==> src/rtl/seg7_pkg.sv <==
// seg7_pkg: shared types, segment patterns and the double-dabble adjust step.
package seg7_pkg;
  typedef enum logic [1:0] {IDLE, CONVERT, COMMIT} conv_state_t;
  typedef logic [1:0] digit_idx_t;
  localparam logic [6:0] SEG_BLANK = 7'b1111111;
  localparam logic [6:0] SEG_DIGITS [10] = '{
    7'b1000000, 7'b1111001, 7'b0100100, 7'b0110000, 7'b0011001,
    7'b0010010, 7'b0000010, 7'b1111000, 7'b0000000, 7'b0010000
  };
  function automatic logic [11:0] dabble_adj(input logic [11:0] b);
    logic [11:0] r;
    for (int i = 0; i < 3; i++)
      r[4*i +: 4] = (b[4*i +: 4] >= 4'd5) ? b[4*i +: 4] + 4'd3 : b[4*i +: 4];
    return r;
  endfunction
endpackage

==> src/rtl/seg7_count_display_if.sv <==
// seg7_count_display_if: value/load request bus with busy status back to the requester.
interface seg7_count_display_if;
  logic [7:0] value;
  logic       load;
  logic       busy;
  modport master (output value, load, input busy);
  modport slave  (input value, load, output busy);
endinterface

==> src/rtl/bin2bcd_seq.sv <==
// bin2bcd_seq: sequential 8-bit to 3-digit BCD converter with last-wins request buffering.
module bin2bcd_seq
  import seg7_pkg::*;
(
  input  logic        i_clk,
  input  logic        i_rst_n,
  input  logic [7:0]  i_value,
  input  logic        i_load,
  output logic        o_busy,
  output logic [11:0] o_bcd,
  output logic        o_bcd_valid
);
  conv_state_t r_state, w_next;
  logic [7:0]  r_cap, r_bin, w_src;
  logic [11:0] r_bcd;
  logic [2:0]  r_iter;
  logic        r_pend, w_start;
  logic [19:0] w_shift;
  always_comb begin
    w_next  = r_state;
    w_start = 1'b0;
    w_src   = i_load ? i_value : r_cap;
    w_shift = {dabble_adj(r_bcd), r_bin} << 1;
    case (r_state)
      IDLE: begin
        w_start = i_load;
        w_next  = i_load ? CONVERT : IDLE;
      end
      CONVERT: w_next = (r_iter == 3'd7) ? COMMIT : CONVERT;
      COMMIT: begin
        // a load landing on the commit cycle restarts directly, same as a pending one
        w_start = i_load | r_pend;
        w_next  = (i_load | r_pend) ? CONVERT : IDLE;
      end
      default: w_next = IDLE;
    endcase
  end
  always_ff @(posedge i_clk or negedge i_rst_n) begin
    if (!i_rst_n) begin
      r_state <= IDLE;
      r_cap   <= '0;
      r_bin   <= '0;
      r_bcd   <= '0;
      r_iter  <= '0;
      r_pend  <= 1'b0;
    end else begin
      r_state <= w_next;
      if (i_load) r_cap <= i_value;
      r_pend <= (r_state == CONVERT) & (r_pend | i_load);
      if (w_start) begin
        r_iter <= '0;
        r_bcd  <= '0;
        r_bin  <= w_src;
      end else if (r_state == CONVERT) begin
        r_iter         <= r_iter + 3'd1;
        {r_bcd, r_bin} <= w_shift;
      end
    end
  end
  always_comb begin
    o_busy      = (r_state != IDLE);
    o_bcd       = r_bcd;
    o_bcd_valid = (r_state == COMMIT);
  end
endmodule

==> src/rtl/seg7_count_display.sv <==
// seg7_count_display: BCD-converts the press count and multiplexes it onto a 4-digit common-anode display.
module seg7_count_display
  import seg7_pkg::*;
#(
  parameter int REFRESH_BITS = 18
) (
  input  logic                 i_clk,
  input  logic                 i_rst_n,
  seg7_count_display_if.slave  bus,
  output logic [3:0]           o_anodes,
  output logic [6:0]           o_segments,
  output logic                 o_dp
);
  logic [11:0]             w_bcd, r_disp;
  logic                    w_bcd_valid, w_blank;
  logic [REFRESH_BITS-1:0] r_refresh;
  digit_idx_t              w_idx;
  logic [3:0]              w_nib;
  bin2bcd_seq u_conv (
    .i_clk       (i_clk),
    .i_rst_n     (i_rst_n),
    .i_value     (bus.value),
    .i_load      (bus.load),
    .o_busy      (bus.busy),
    .o_bcd       (w_bcd),
    .o_bcd_valid (w_bcd_valid)
  );
  always_ff @(posedge i_clk or negedge i_rst_n) begin
    if (!i_rst_n) begin
      r_disp    <= '0;
      r_refresh <= '0;
    end else begin
      r_refresh <= r_refresh + {{(REFRESH_BITS-1){1'b0}}, 1'b1};
      if (w_bcd_valid) r_disp <= w_bcd;
    end
  end
  // leading zeros are blanked; the leftmost digit position is never used
  always_comb begin
    w_idx      = r_refresh[REFRESH_BITS-1 -: 2];
    w_nib      = (w_idx == 2'd2) ? r_disp[11:8] : (w_idx == 2'd1) ? r_disp[7:4] : r_disp[3:0];
    w_blank    = (w_idx == 2'd3) | ((w_idx == 2'd2) & (r_disp[11:8] == 4'd0)) |
                 ((w_idx == 2'd1) & (r_disp[11:4] == 8'd0));
    o_anodes   = ~(4'b0001 << w_idx);
    o_segments = (w_blank || w_nib > 4'd9) ? SEG_BLANK : SEG_DIGITS[w_nib];
    o_dp       = 1'b1;
  end
endmodule

==> src/flat_wrapper.sv <==
// flat-port wrapper written by rule: the top's interface ports become plain ports
module seg7_count_display_flat import seg7_pkg::*;
#(
  parameter int REFRESH_BITS = 18
)
  (i_clk, i_rst_n, o_anodes, o_segments, o_dp, bus_value, bus_load, bus_busy);
  seg7_count_display_if bus_i ();
  input  logic i_clk;
  input  logic i_rst_n;
  output logic [3:0] o_anodes;
  output logic [6:0] o_segments;
  output logic o_dp;
  input wire logic [$bits(bus_i.value)-1:0] bus_value;
  input wire logic [$bits(bus_i.load)-1:0] bus_load;
  output wire logic [$bits(bus_i.busy)-1:0] bus_busy;
  assign bus_i.value = bus_value;
  assign bus_i.load = bus_load;
  assign bus_busy = bus_i.busy;
  seg7_count_display #(.REFRESH_BITS(REFRESH_BITS)) u_core (.i_clk(i_clk), .i_rst_n(i_rst_n), .bus(bus_i), .o_anodes(o_anodes), .o_segments(o_segments), .o_dp(o_dp));
endmodule
==> config.mk <==
export PLATFORM = sky130hd
export DESIGN_NAME = seg7_count_display_flat
export DESIGN_NICKNAME = d
export VERILOG_FILES = /design/src/rtl/seg7_pkg.sv /design/src/rtl/seg7_count_display_if.sv /design/src/rtl/bin2bcd_seq.sv /design/src/rtl/seg7_count_display.sv /design/src/flat_wrapper.sv
export SDC_FILE = /design/constraint.sdc
export NUM_CORES = 1
export LEC_CHECK = 0
export BUFFER_PORTS_ARGS = -buffer_cell sky130_fd_sc_hd__buf_2
export CORE_MARGIN = 2
export CORE_UTILIZATION = 56
export CTS_BUF_LIST = sky130_fd_sc_hd__clkbuf_8
export CTS_CLUSTER_DIAMETER = 50
export DETAILED_ROUTE_END_ITERATION = 8
export PLACE_DENSITY = 0.82
export RECOVER_POWER = 100
export SKIP_CTS_REPAIR_TIMING = 1
export SYNTH_ARGS = -nofsm -noshare
export SYNTH_HDL_FRONTEND = slang
export SYNTH_SLANG_ARGS = --single-unit
==> constraint.sdc <==
create_clock -name i_clk -period 2 [get_ports i_clk]
set_clock_uncertainty 0.2 [all_clocks]
set_input_delay 0.3 -clock i_clk [delete_from_list [all_inputs] [get_ports i_clk]]
set_output_delay 0.3 -clock i_clk [all_outputs]
set_load 0.02 [all_outputs]
==> metrics.log, run 1 <==
[metrics] maximum clock rate: 0.378 GHz
[metrics] Final Hold Viols: 0
[metrics] count of H-tree levels built during CTS: 3
[metrics] area growth from synthesis to final layout: 20.9%
[metrics] result of the run: finished with violations
[metrics] vias per cell: 5.47
[metrics] setup slack of the worst register-to-register path: 170 ps
[metrics] final worst path period share: 132%
[metrics] cell count after synthesis: 295
[metrics] commonest cells in the netlist: dfrtp_1 (64), nand2_1 (41), mux2_2 (21)
[metrics] HPWL Detailed: 4.18 mm
[metrics] post-synthesis instance area: ~3300 um2
[metrics] critical path type: register to output pin
[metrics] count of maximum capacitance violations: 0
[metrics] total power divided by cell area: 1440 nW/um2
[metrics] antenna violations before repair: 0
[metrics] remaining number of nets flagged by the antenna check after routing: 0
[metrics] min-delay src: bus_value[6]
[metrics] synth unique cells: 44
[metrics] number of clock sinks seen by CTS: 64
[metrics] Worst EP arrival: 2150 ps
[metrics] asr flop ratio synth: 100%
[metrics] worst setup path start: u_core.r_refresh[16]
[metrics] detailed-routing iteration count for the pre-antenna-repair pass: 4
[metrics] Power, Total: roughly 5.7 mW
[metrics] final setup violation count: 7
[metrics] Worst Setup End Kind: output pin
[metrics] crit path max-delay cell type: dfrtp_2
[metrics] DR vias: 2292
[metrics] worst flop-to-flop path startpoint: u_core.u_conv.r_state[0]
[metrics] fraction of layout cells with a size suffix above 1: 28.5%
[metrics] DR DRC count: 0
[metrics] number of max-slew violations in the final report: 0
[metrics] Num CTS Buffers: 9
[metrics] tightest slew margin relative to the limit: around 45%
[metrics] source-to-sink clock delay at the later pin of the worst-skew pair: about 340 ps
[metrics] pin count of the biggest net entering global routing: 65
[metrics] number of I/O port buffers: 22
[metrics] area share of the leading cell type in the synthesized netlist: 49.1%
[metrics] global-route wire length before repair: 10.5 mm
[metrics] NumNets Final: 367
[metrics] initial cell density of the core: 58.5%
[metrics] number of design-rule violations left by the first detailed-router iteration: 80
[metrics] ys flop type: dfrtp_1
[metrics] min cycle time layout: 2650 ps
[metrics] post-route insts no fill: 419
[metrics] Pleak: 1.80 nW
[metrics] I/O pin cnt: 24
[metrics] transition time of the tightest slew-check pin: 820 ps
[metrics] peak supply drop: 0.833 mV
[metrics] register bit count reported by yosys: 64
[metrics] unrepaired setup endpoints after global routing: yes
[metrics] required time worst endpoint: ~1500 ps
[metrics] placed insts: between 300 and 400
[metrics] share of synthesized area occupied by flip-flops and latches: 49.1%
[metrics] cells traversed along the worst timing path: buf_12 > mux2i_1 > mux2_4 > ha_4 > nor2_4 > o21ai_4 > o311ai_2 > buf_4
[metrics] clock edge transition at the registers on the reported setup and hold paths: 70 ps
[metrics] mean routed wirelength per cell: approximately 15 um
[metrics] number of antenna diodes: 0
[metrics] number of warnings printed during yosys synthesis: 0
[metrics] via count of the first global-routing pass: 2292
[metrics] Die Footprint: 6450 um2
[metrics] number of buffers between clock root and the deepest sink: 2
[metrics] GR Util All Layers: 21.5%
[metrics] class of the worst hold path: input pin to register
[metrics] library cell with the highest instance count after synthesis: dfrtp_1
[metrics] core area: between 5000 and 6000 um2
[metrics] Critical Path Start Type: register
[metrics] root buffer cell: clkbuf_8
[metrics] biggest fanout along the worst timing path: 7
[metrics] worst setup slack after layout: -648 ps
[metrics] cell types with the largest area share after synthesis: dfrtp_1 (49%), mux2_2 (7.3%), ha_1 (5.4%)
[metrics] largest area contributor in the synthesized netlist: dfrtp_1
[metrics] post-synthesis average cell area: 11.0 um2
[metrics] die height: 80.3 um
[metrics] violated checks: setup timing
[metrics] clock tree from TritonCTS: done
[metrics] utilization of the core after routing: between 70% and 80%
[metrics] peak per-stage delay on the critical path: 450 ps
[metrics] floorplan die width: 80.3 um
[metrics] Site Rows: 27
[metrics] number of enable flip-flop cells after synthesis: 0
[metrics] total wire length after detailed routing: 6.19 mm
[metrics] grt ovf: 0
[metrics] weighted congestion reported at the end of routability-driven placement: 0.806
[metrics] total negative setup slack: -4420 ps
[metrics] synthesized net count: 320
## metrics by stage
stage / area, um2 / setup WS, ps / hold slack (ps)
final: 3940 / -648 / 9.55
after global routing: 3940 / -798 / 7.54
after CTS: 3840 / -756 / -245
after detailed placement: 3620 / -377 / 136
after global placement: 3620 / -267 / 135
after floorplan: 3310 / -319 / -196
## registers in the layout, indices dropped and copies added, names as in the netlist
signal and cells:
u_core.u_conv.r_bin 8, u_core.u_conv.o_bcd 12, u_core.u_conv.r_pend 1, u_core.r_disp 12, u_core.u_conv.r_cap 8, u_core.u_conv.r_iter 3
u_core.r_refresh 18, u_core.u_conv.r_state 2
## final cells by class
class                      count  area (um2)
tap                           72        90.1
fill                         398        1630
clock buffer                  10         138
sequential                    64        1600
multi-input combinational    205        1640
timing repair buffer          50         342
inverter                      12        45.0
clock inverter                 6        82.6
## metal layers
metal  wire length (um)  global-route usage [%]  up-vias
met5                  0                       0        -
met4                 98                    10.3        0
met3                194                    4.83       12
met2               3120                    34.3       36
met1               2770                    27.8     1124
li1                   -                       -     1120
## final timing paths
check | cells after the start | end
max | 8 | o_segments[1]
min | 2 | u_core.u_conv.r_cap[6]
max reg2reg | 3 | u_core.r_disp[7]
min reg2reg | 1 | u_core.r_refresh[0]
max in group asynchronous | 3 | u_core.r_refresh[16]
min in group asynchronous | 3 | u_core.u_conv.r_bin[4]
## placed cells by master, fill, tap and decap left out, types with 3 or more instances in the layout
cell type / instances
nand3_1: 6
ha_1: 9
nor2_1: 8
o22ai_1: 6
nand4_1: 3
ha_4: 3
a22oi_1: 5
dfrtp_1: 63
a21oi_1: 5
nor3_1: 8
buf_6: 4
xor2_1: 8
clkbuf_1: 7
mux2_2: 17
mux2_1: 3
nand2b_1: 6
nand2_1: 41
inv_1: 10
clkinv_2: 3
mux2i_1: 10
mux2i_4: 4
mux2i_2: 3
buf_2: 14
o211ai_1: 3
and3_1: 5
o21ai_0: 12
buf_4: 21
clkbuf_8: 10
xnor2_1: 12
## cell families (layout without fill, tap and decap cells)
family	count (synthesis)	in the layout	share of synthesized area [%]
AND/OR/NAND/NOR	88	88	12.9
AO/OA/AOI/OAI	43	43	9.14
other	1	1	0.115
buffers and inverters	26	78	4.03
multiplexers	39	39	13.9
flip-flops	64	64	49.1
XOR/XNOR	20	20	5.37
adder cells (fa/ha/maj)	14	14	5.37
## worst max-delay path, delay by kind of cell, from the launching register on
| family | cells | cell delay [ps] |
|---|---|---|
| AOI/OAI and AO/OA | 2 | 410 |
| adders and majority gates | 1 | 170 |
| buffers and inverters | 2 | 320 |
| DFF | 1 | 450 |
| muxes | 2 | 420 |
| and+or+nand+nor | 1 | 40 |
## where the power goes
| part | total, mW | switching [mW] | internal (mW) |
|---|---|---|---|
| logic | 2.49 | 1.30 | 1.20 |
| registers | 1.98 | 0.324 | 1.66 |
| clock network | 1.22 | 0.491 | 0.728 |
No activity file was read; power rests on OpenSTA's default activity.
==> run 2, diff against run 1 <==
--- a/config.mk
+++ b/config.mk
@@ -6,7 +6,7 @@
 export NUM_CORES = 1
 export LEC_CHECK = 0
 export BUFFER_PORTS_ARGS = -buffer_cell sky130_fd_sc_hd__buf_2
-export CORE_MARGIN = 2
+export CORE_MARGIN = 10
 export CORE_UTILIZATION = 56
 export CTS_BUF_LIST = sky130_fd_sc_hd__clkbuf_8
 export CTS_CLUSTER_DIAMETER = 50
==> run 2 against run 1 <==
Net effect:
- the run still ends with setup timing left
- utilization shrank 0.47 points
- sequential share of layout area grew 0.27 points
- cell area shrank 0.67%
- die area grew 44%
- critical endpoint is now o_segments[6]
- highest routed layer unchanged
- non-clock buffer count grew 4
- count of clock-buffer cells in the layout is the same
- flip-flop and latch count is the same
==> metrics.log, run 2 (synthesis results as in run 1) <==
[metrics] final setup violation count: 8 (+1)
[metrics] grt ovf: 0 (unchanged)
[metrics] Hold Path End: u_core.u_conv.r_cap[4]
[metrics] die height: 96.3 um (+20%)
[metrics] number of max-slew violations in the final report: 0 (unchanged)
[metrics] Critical Path Start Type: register
[metrics] GR Util All Layers: 14.7% (-6.8 points)
[metrics] DR DRC count: 0 (unchanged)
[metrics] number of fillers in the final layout: 388 (-2.5%)
[metrics] via count of the first global-routing pass: 2334 (+1.8%)
[metrics] cells traversed along the worst timing path: buf_6 > mux2i_1 > mux2_4 > ha_4 > nor2_4 > o21ai_4 > buf_6 > o311ai_4 > buf_4
[metrics] combined area of the multi-input logic cells: 1630 um2 (-0.91%)
[metrics] Worst EP arrival: 2150 ps (about the same)
[metrics] worst setup slack after layout: -652 ps (-4.54 ps)
[metrics] leading cell type in the layout, fill and taps excluded: dfrtp_1
[metrics] number of clock sinks seen by CTS: 64 (unchanged)
[metrics] floorplan die width: 96.3 um (+20%)
[metrics] min-delay src: bus_value[4]
[metrics] Worst Setup End Kind: output pin
[metrics] area growth from synthesis to final layout: 20.1%
[metrics] clock tree from TritonCTS: done
[metrics] detailed-routing iteration count for the pre-antenna-repair pass: 4 (unchanged)
[metrics] total wire length after detailed routing: 6.40 mm (+3.4%)
[metrics] vias per cell: 5.54 (+1.3%)
[metrics] HPWL Detailed: 4.38 mm (+4.8%)
[metrics] number of antenna diodes: 0 (unchanged)
[metrics] commonest cells after routing, fill and taps aside: dfrtp_1 (63), nand2_1 (41), buf_4 (27)
[metrics] class of the worst hold path: input pin to register
[metrics] count of maximum capacitance violations: 0 (unchanged)
[metrics] number of design-rule violations left by the first detailed-router iteration: 145 (+81%)
[metrics] Final Hold Viols: 0 (unchanged)
[metrics] result of the run: finished with violations
[metrics] transition time of the tightest slew-check pin: 847 ps (+27.5 ps)
[metrics] min cycle time layout: 2650 ps (+4.54 ps)
[metrics] global-route wire length before repair: 10.7 mm (+1.4%)
[metrics] peak per-stage delay on the critical path: 470 ps (+20 ps)
[metrics] register containing the most flip-flops in the final layout: u_core.r_refresh
[metrics] crit path max-delay cell type: dfrtp_2
[metrics] fraction of layout cells with a size suffix above 1: 29.9% (+1.4 points)
[metrics] unrepaired setup endpoints after global routing: yes
[metrics] tightest slew margin relative to the limit: 43.5% (-1.8 points)
[metrics] Num CTS Buffers: 9 (unchanged)
[metrics] remaining number of nets flagged by the antenna check after routing: 0 (unchanged)
[metrics] mean routed wirelength per cell: 15.1 um (+2.4%)
[metrics] peak supply drop: 1.15 mV (+39%)
[metrics] utilization of the core after routing: 70.2% (-0.47 points)
[metrics] antenna violations before repair: 0 (unchanged)
[metrics] total power divided by cell area: 1420 nW/um2 (-1.4%)
[metrics] critical path's top delay family: buffers and inverters
[metrics] weighted congestion reported at the end of routability-driven placement: 0.782 (-3.0%)
[metrics] WP buf/inv: 3 (+1)
[metrics] root buffer cell: clkbuf_8
[metrics] setup slack of the worst register-to-register path: 160 ps (about the same)
[metrics] NumNets Final: 371 (+1.1%)
[metrics] critical path type: register to output pin
[metrics] count of H-tree levels built during CTS: 3 (unchanged)
[metrics] maximum clock rate: 0.377 GHz (-0.17%)
[metrics] violated checks: setup timing
[metrics] number of I/O port buffers: 22 (unchanged)
[metrics] endpoint of the lowest-slack register-to-register path: u_core.r_disp[1]
[metrics] Die Footprint: 9270 um2 (+44%)
[metrics] Seq. cell area: 1600 um2 (unchanged)
[metrics] source-to-sink clock delay at the later pin of the worst-skew pair: 340 ps (about the same)
[metrics] Power, Total: 5.58 mW (-2.0%)
[metrics] biggest fanout along the worst timing path: 7 (unchanged)
[metrics] initial cell density of the core: 58.5% (unchanged)
[metrics] pin count of the biggest net entering global routing: 65 (unchanged)
[metrics] depth of the worst hold-timing path: 2 (unchanged)
[metrics] clock edge transition at the registers on the reported setup and hold paths: 70 ps (about the same)
[metrics] Site Rows: 27 (unchanged)
[metrics] core area: 5570 um2 (unchanged)
[metrics] Pleak: 1.83 nW (+1.5%)
[metrics] worst flop-to-flop path startpoint: u_core.u_conv.r_state[0]
[metrics] DR vias: 2345 (+2.3%)
[metrics] final worst path period share: 133% (+0.23 points)
[metrics] cell repeated most along the worst path: buf_6
[metrics] I/O pin cnt: 24 (unchanged)
[metrics] required time worst endpoint: 1500 ps (about the same)
[metrics] number of flip-flops under the largest register name: 18 (unchanged)
[metrics] R2R cell count: 3 (unchanged)
[metrics] number of buffers between clock root and the deepest sink: 2 (unchanged)
run 2: area by class of cell:
class | instances | area share [%]
repair buffers | 54 | 9.84
inverters | 12 | 1.15
multi-input cells | 205 | 41.5
clock inverters | 6 | 0.703
clock buffers | 10 | 3.52
well taps | 72 | 2.30
flip-flops and latches | 64 | 40.9
run 2: metal layers:
metal,track usage (%),vias to the layer above,share of wire [%]
met4,6.90,0,1.8
met3,4.44,15,4.9
li1,-,1126,-
met5,0,-,0
met1,17.3,1161,43
met2,24.2,43,50
run 2: worst max path at each step:
| stage | from | end | slack (ps) | cells after the start |
|---|---|---|---|---|
| global placement | u_core.r_refresh[16] | o_segments[1] | -270 | 8 |
| finish | u_core.r_refresh[16] | o_segments[6] | -650 | 9 |
| detailed placement | u_core.r_refresh[16] | o_segments[1] | -380 | 8 |
| CTS | u_core.r_refresh[16] | o_segments[1] | -760 | 8 |
| global route | u_core.r_refresh[16] | o_segments[5] | -780 | 9 |
| floorplan | u_core.r_refresh[16] | o_segments[3] | -320 | 8 |
run 2: where the power goes:
group	switching (mW)	total, mW	internal [mW]
Clock	0.471	0.936	0.465
Sequential	0.311	1.97	1.66
Combinational	1.36	2.67	1.31
run 2: metrics by stage:
stage | TNS [ps] | hold WS, ps | instance area, um2 | cells | setup WS (ps)
detailed placement | -2580 | 144 | 3620 | 399 | -384
CTS | -5240 | -227 | 3780 | 415 | -764
global route | -5380 | 4.24 | 3920 | 423 | -776
floorplan | -1900 | -196 | 3310 | 295 | -319
global placement | -1790 | 134 | 3620 | 399 | -267
finish | -4490 | 11.6 | 3920 | 423 | -652
run 2: worst reg2reg max path, stage by stage, from the launching register on:
cell	delay [ps]
dfrtp_1	440
nor2b_1	130
clkbuf_1	540
mux2_2	420
==> run 3, diff against run 2 <==
--- a/config.mk
+++ b/config.mk
@@ -6,8 +6,10 @@
 export NUM_CORES = 1
 export LEC_CHECK = 0
 export BUFFER_PORTS_ARGS = -buffer_cell sky130_fd_sc_hd__buf_2
+export CELL_PAD_IN_SITES_DETAIL_PLACEMENT = 0
+export CELL_PAD_IN_SITES_GLOBAL_PLACEMENT = 1
 export CORE_MARGIN = 10
-export CORE_UTILIZATION = 56
+export CORE_UTILIZATION = 45
 export CTS_BUF_LIST = sky130_fd_sc_hd__clkbuf_8
 export CTS_CLUSTER_DIAMETER = 50
 export DETAILED_ROUTE_END_ITERATION = 8
==> run 3 against run 2 <==
Net effect:
- cell count grew 3.5%
- highest routed layer unchanged
- critical endpoint is now o_segments[1]
- total power shrank 1.8%
- setup slack gained 27 ps
- the flow still finishes with violations (setup timing)
==> metrics.log, run 3 (synthesis results as in run 1) <==
[metrics] net switching share of the total power: 36.8% (-1.6 points)
[metrics] NumNets Final: 362 (-2.4%)
[metrics] number of antenna diodes: 0 (unchanged)
[metrics] I/O pin cnt: 24 (unchanged)
[metrics] count of maximum capacitance violations: 0 (unchanged)
[metrics] sequential power share: 35.7% (+0.4 points)
[metrics] min cycle time layout: 2630 ps (-26.7 ps)
[metrics] register containing the most flip-flops in the final layout: u_core.r_refresh
[metrics] Critical Path Start Type: register
[metrics] pin count of the biggest net entering global routing: 65 (unchanged)
[metrics] unrepaired setup endpoints after global routing: yes
[metrics] clock edge transition at the registers on the reported setup and hold paths: 70 ps (about the same)
[metrics] core area: 6910 um2 (+24%)
[metrics] Hold Path End: u_core.u_conv.r_cap[7]
[metrics] DR DRC count: 0 (unchanged)
[metrics] number of fillers in the final layout: 640 (+65%)
[metrics] violated checks: setup timing
[metrics] total power divided by cell area: 1420 nW/um2 (-0.42%)
[metrics] remaining number of nets flagged by the antenna check after routing: 0 (unchanged)
[metrics] DR vias: 2196 (-6.4%)
[metrics] endpoint of the lowest-slack register-to-register path: u_core.r_disp[3]
[metrics] floorplan die width: 105 um (+9.2%)
[metrics] tightest slew margin relative to the limit: 42.6% (-0.89 points)
[metrics] antenna violations before repair: 0 (unchanged)
[metrics] Worst Setup End Kind: output pin
[metrics] final setup violation count: 7 (-1)
[metrics] peak supply drop: 0.537 mV (-53%)
[metrics] worst flop-to-flop path startpoint: u_core.u_conv.r_state[0]
[metrics] Pleak: 1.77 nW (-2.9%)
[metrics] Logic pwr share: 42.0% (-5.9 points)
[metrics] die height: 105 um (+9.2%)
[metrics] Site Rows: 30 (+11%)
[metrics] number of I/O port buffers: 22 (unchanged)
[metrics] commonest cells after routing, fill and taps aside: dfrtp_1 (63), nand2_1 (41), buf_2 (20)
[metrics] required time worst endpoint: 1500 ps (about the same)
[metrics] mean routed wirelength per cell: 13.5 um (-11%)
[metrics] maximum clock rate: 0.381 GHz (+1.0%)
[metrics] clock tree from TritonCTS: done
[metrics] Die Footprint: 11000 um2 (+19%)
[metrics] internal portion of total power: 3.46 mW (+0.74%)
[metrics] post-place instance area: 3620 um2 (unchanged)
[metrics] number of buffers between clock root and the deepest sink: 2 (unchanged)
[metrics] worst setup slack after layout: -626 ps (+26.7 ps)
[metrics] GR Util All Layers: 11.4% (-3.3 points)
[metrics] Design Area, Final: 3860 um2 (-1.4%)
[metrics] Num CTS Buffers: 9 (unchanged)
[metrics] critical path type: register to output pin
[metrics] count of H-tree levels built during CTS: 3 (unchanged)
[metrics] result of the run: finished with violations
[metrics] met3 WL: 216 um (-31%)
[metrics] area growth from synthesis to final layout: 18.4%
[metrics] transition time of the tightest slew-check pin: 861 ps (+13.4 ps)
[metrics] number of clock sinks seen by CTS: 64 (unchanged)
[metrics] max layer used: met4
[metrics] portion of total power attributed to the clock network: 22.3% (+5.5 points)
[metrics] vias per cell: 5.01 (-9.6%)
[metrics] biggest fanout along the worst timing path: 7 (unchanged)
[metrics] min-delay src: bus_value[7]
[metrics] Final Hold Viols: 0 (unchanged)
[metrics] global-route wire length before repair: 10.5 mm (-2.1%)
[metrics] R2R cell count: 3 (unchanged)
[metrics] setup slack of the worst register-to-register path: 160 ps (about the same)
[metrics] depth of the worst hold-timing path: 2 (unchanged)
[metrics] number of max-slew violations in the final report: 0 (unchanged)
[metrics] Net Sw Power: 2.01 mW (-5.9%)
[metrics] grt ovf: 0 (unchanged)
[metrics] weighted congestion reported at the end of routability-driven placement: 0.772 (-1.3%)
[metrics] source-to-sink clock delay at the later pin of the worst-skew pair: 340 ps (about the same)
[metrics] via count of the first global-routing pass: 2267 (-2.9%)
[metrics] total wire length after detailed routing: 5.90 mm (-7.8%)
[metrics] number of flip-flops under the largest register name: 18 (unchanged)
[metrics] detailed-routing iteration count for the pre-antenna-repair pass: 4 (unchanged)
[metrics] Worst EP arrival: 2130 ps (-20 ps)
[metrics] met1 routed wirelength after detailed routing: 2.80 mm (+1.0%)
[metrics] leading cell type in the layout, fill and taps excluded: dfrtp_1
[metrics] class of the worst hold path: input pin to register
[metrics] number of design-rule violations left by the first detailed-router iteration: 60 (-59%)
[metrics] HPWL Detailed: 4.19 mm (-4.4%)
[metrics] root buffer cell: clkbuf_8
[metrics] fraction of layout cells with a size suffix above 1: 25.4% (-4.5 points)
[metrics] metal2 WL: 2.80 mm (-13%)
[metrics] total negative setup slack: -4300 ps (+195 ps)
[metrics] initial cell density of the core: 47.2% (-11 points)
[metrics] final worst path period share: 131% (-1.3 points)
[run 3: critical path, stage by stage (launching register included)]
cell	delay [ps]
dfrtp_2	460
mux2i_1	150
mux2i_2	260
ha_2	250
nor2_2	50
o21ai_4	280
o311ai_2	140
buf_2	190
[run 3: per-stage QoR]
step | hold slack (ps) | cells | setup slack (ps) | utilization [%] | power (mW)
5_1_grt | 2.17 | 438 | -764 | 55.9 | 5.93
2_1_floorplan | -196 | 295 | -319 | - | 3.63
6_report | 4.14 | 438 | -626 | 55.9 | 5.48
3_3_place_gp | 140 | 419 | -313 | 52.4 | 4.21
3_5_place_dp | 142 | 419 | -382 | 52.4 | 4.29
4_1_cts | -234 | 435 | -771 | 55.6 | 5.53
[run 3: power by group through the flow]
stage / Clock [mW] / Sequential [mW] / Combinational (mW)
2_1_floorplan: 0 / 1.88 / 1.75
3_3_place_gp: 0 / 1.97 / 2.24
3_5_place_dp: 0 / 1.98 / 2.31
4_1_cts: 1.26 / 1.96 / 2.31
5_1_grt: 1.32 / 2.01 / 2.60
6_report: 1.22 / 1.96 / 2.30
[run 3: worst max path at each step]
stage | from | to | slack, ps | depth (start not counted)
final | u_core.r_refresh[16] | o_segments[1] | -630 | 7
after global routing | u_core.r_refresh[16] | o_segments[1] | -760 | 7
after CTS | u_core.r_refresh[16] | o_segments[0] | -770 | 8
after detailed placement | u_core.r_refresh[16] | o_segments[0] | -380 | 8
after global placement | u_core.r_refresh[16] | o_segments[1] | -310 | 8
after floorplan | u_core.r_refresh[16] | o_segments[3] | -320 | 8
[run 3: area by class of cell]
class                   instances  area, um2  area share (%)
flip-flops and latches         64       1600            41.5
multi-input cells             205       1580            41.0
repair buffers                 45        289            7.49
clock buffers                  10        138            3.57
well taps                      96        120            3.11
clock inverters                 6       83.8            2.17
inverters                      12       45.0            1.17
[run 3: per-layer routing]
layer / vias up / track usage [%]
li1: 1108 / -
met1: 1048 / 13.9
met2: 29 / 17.3
met3: 11 / 4.42
met4: 0 / 5.20
met5: - / 0
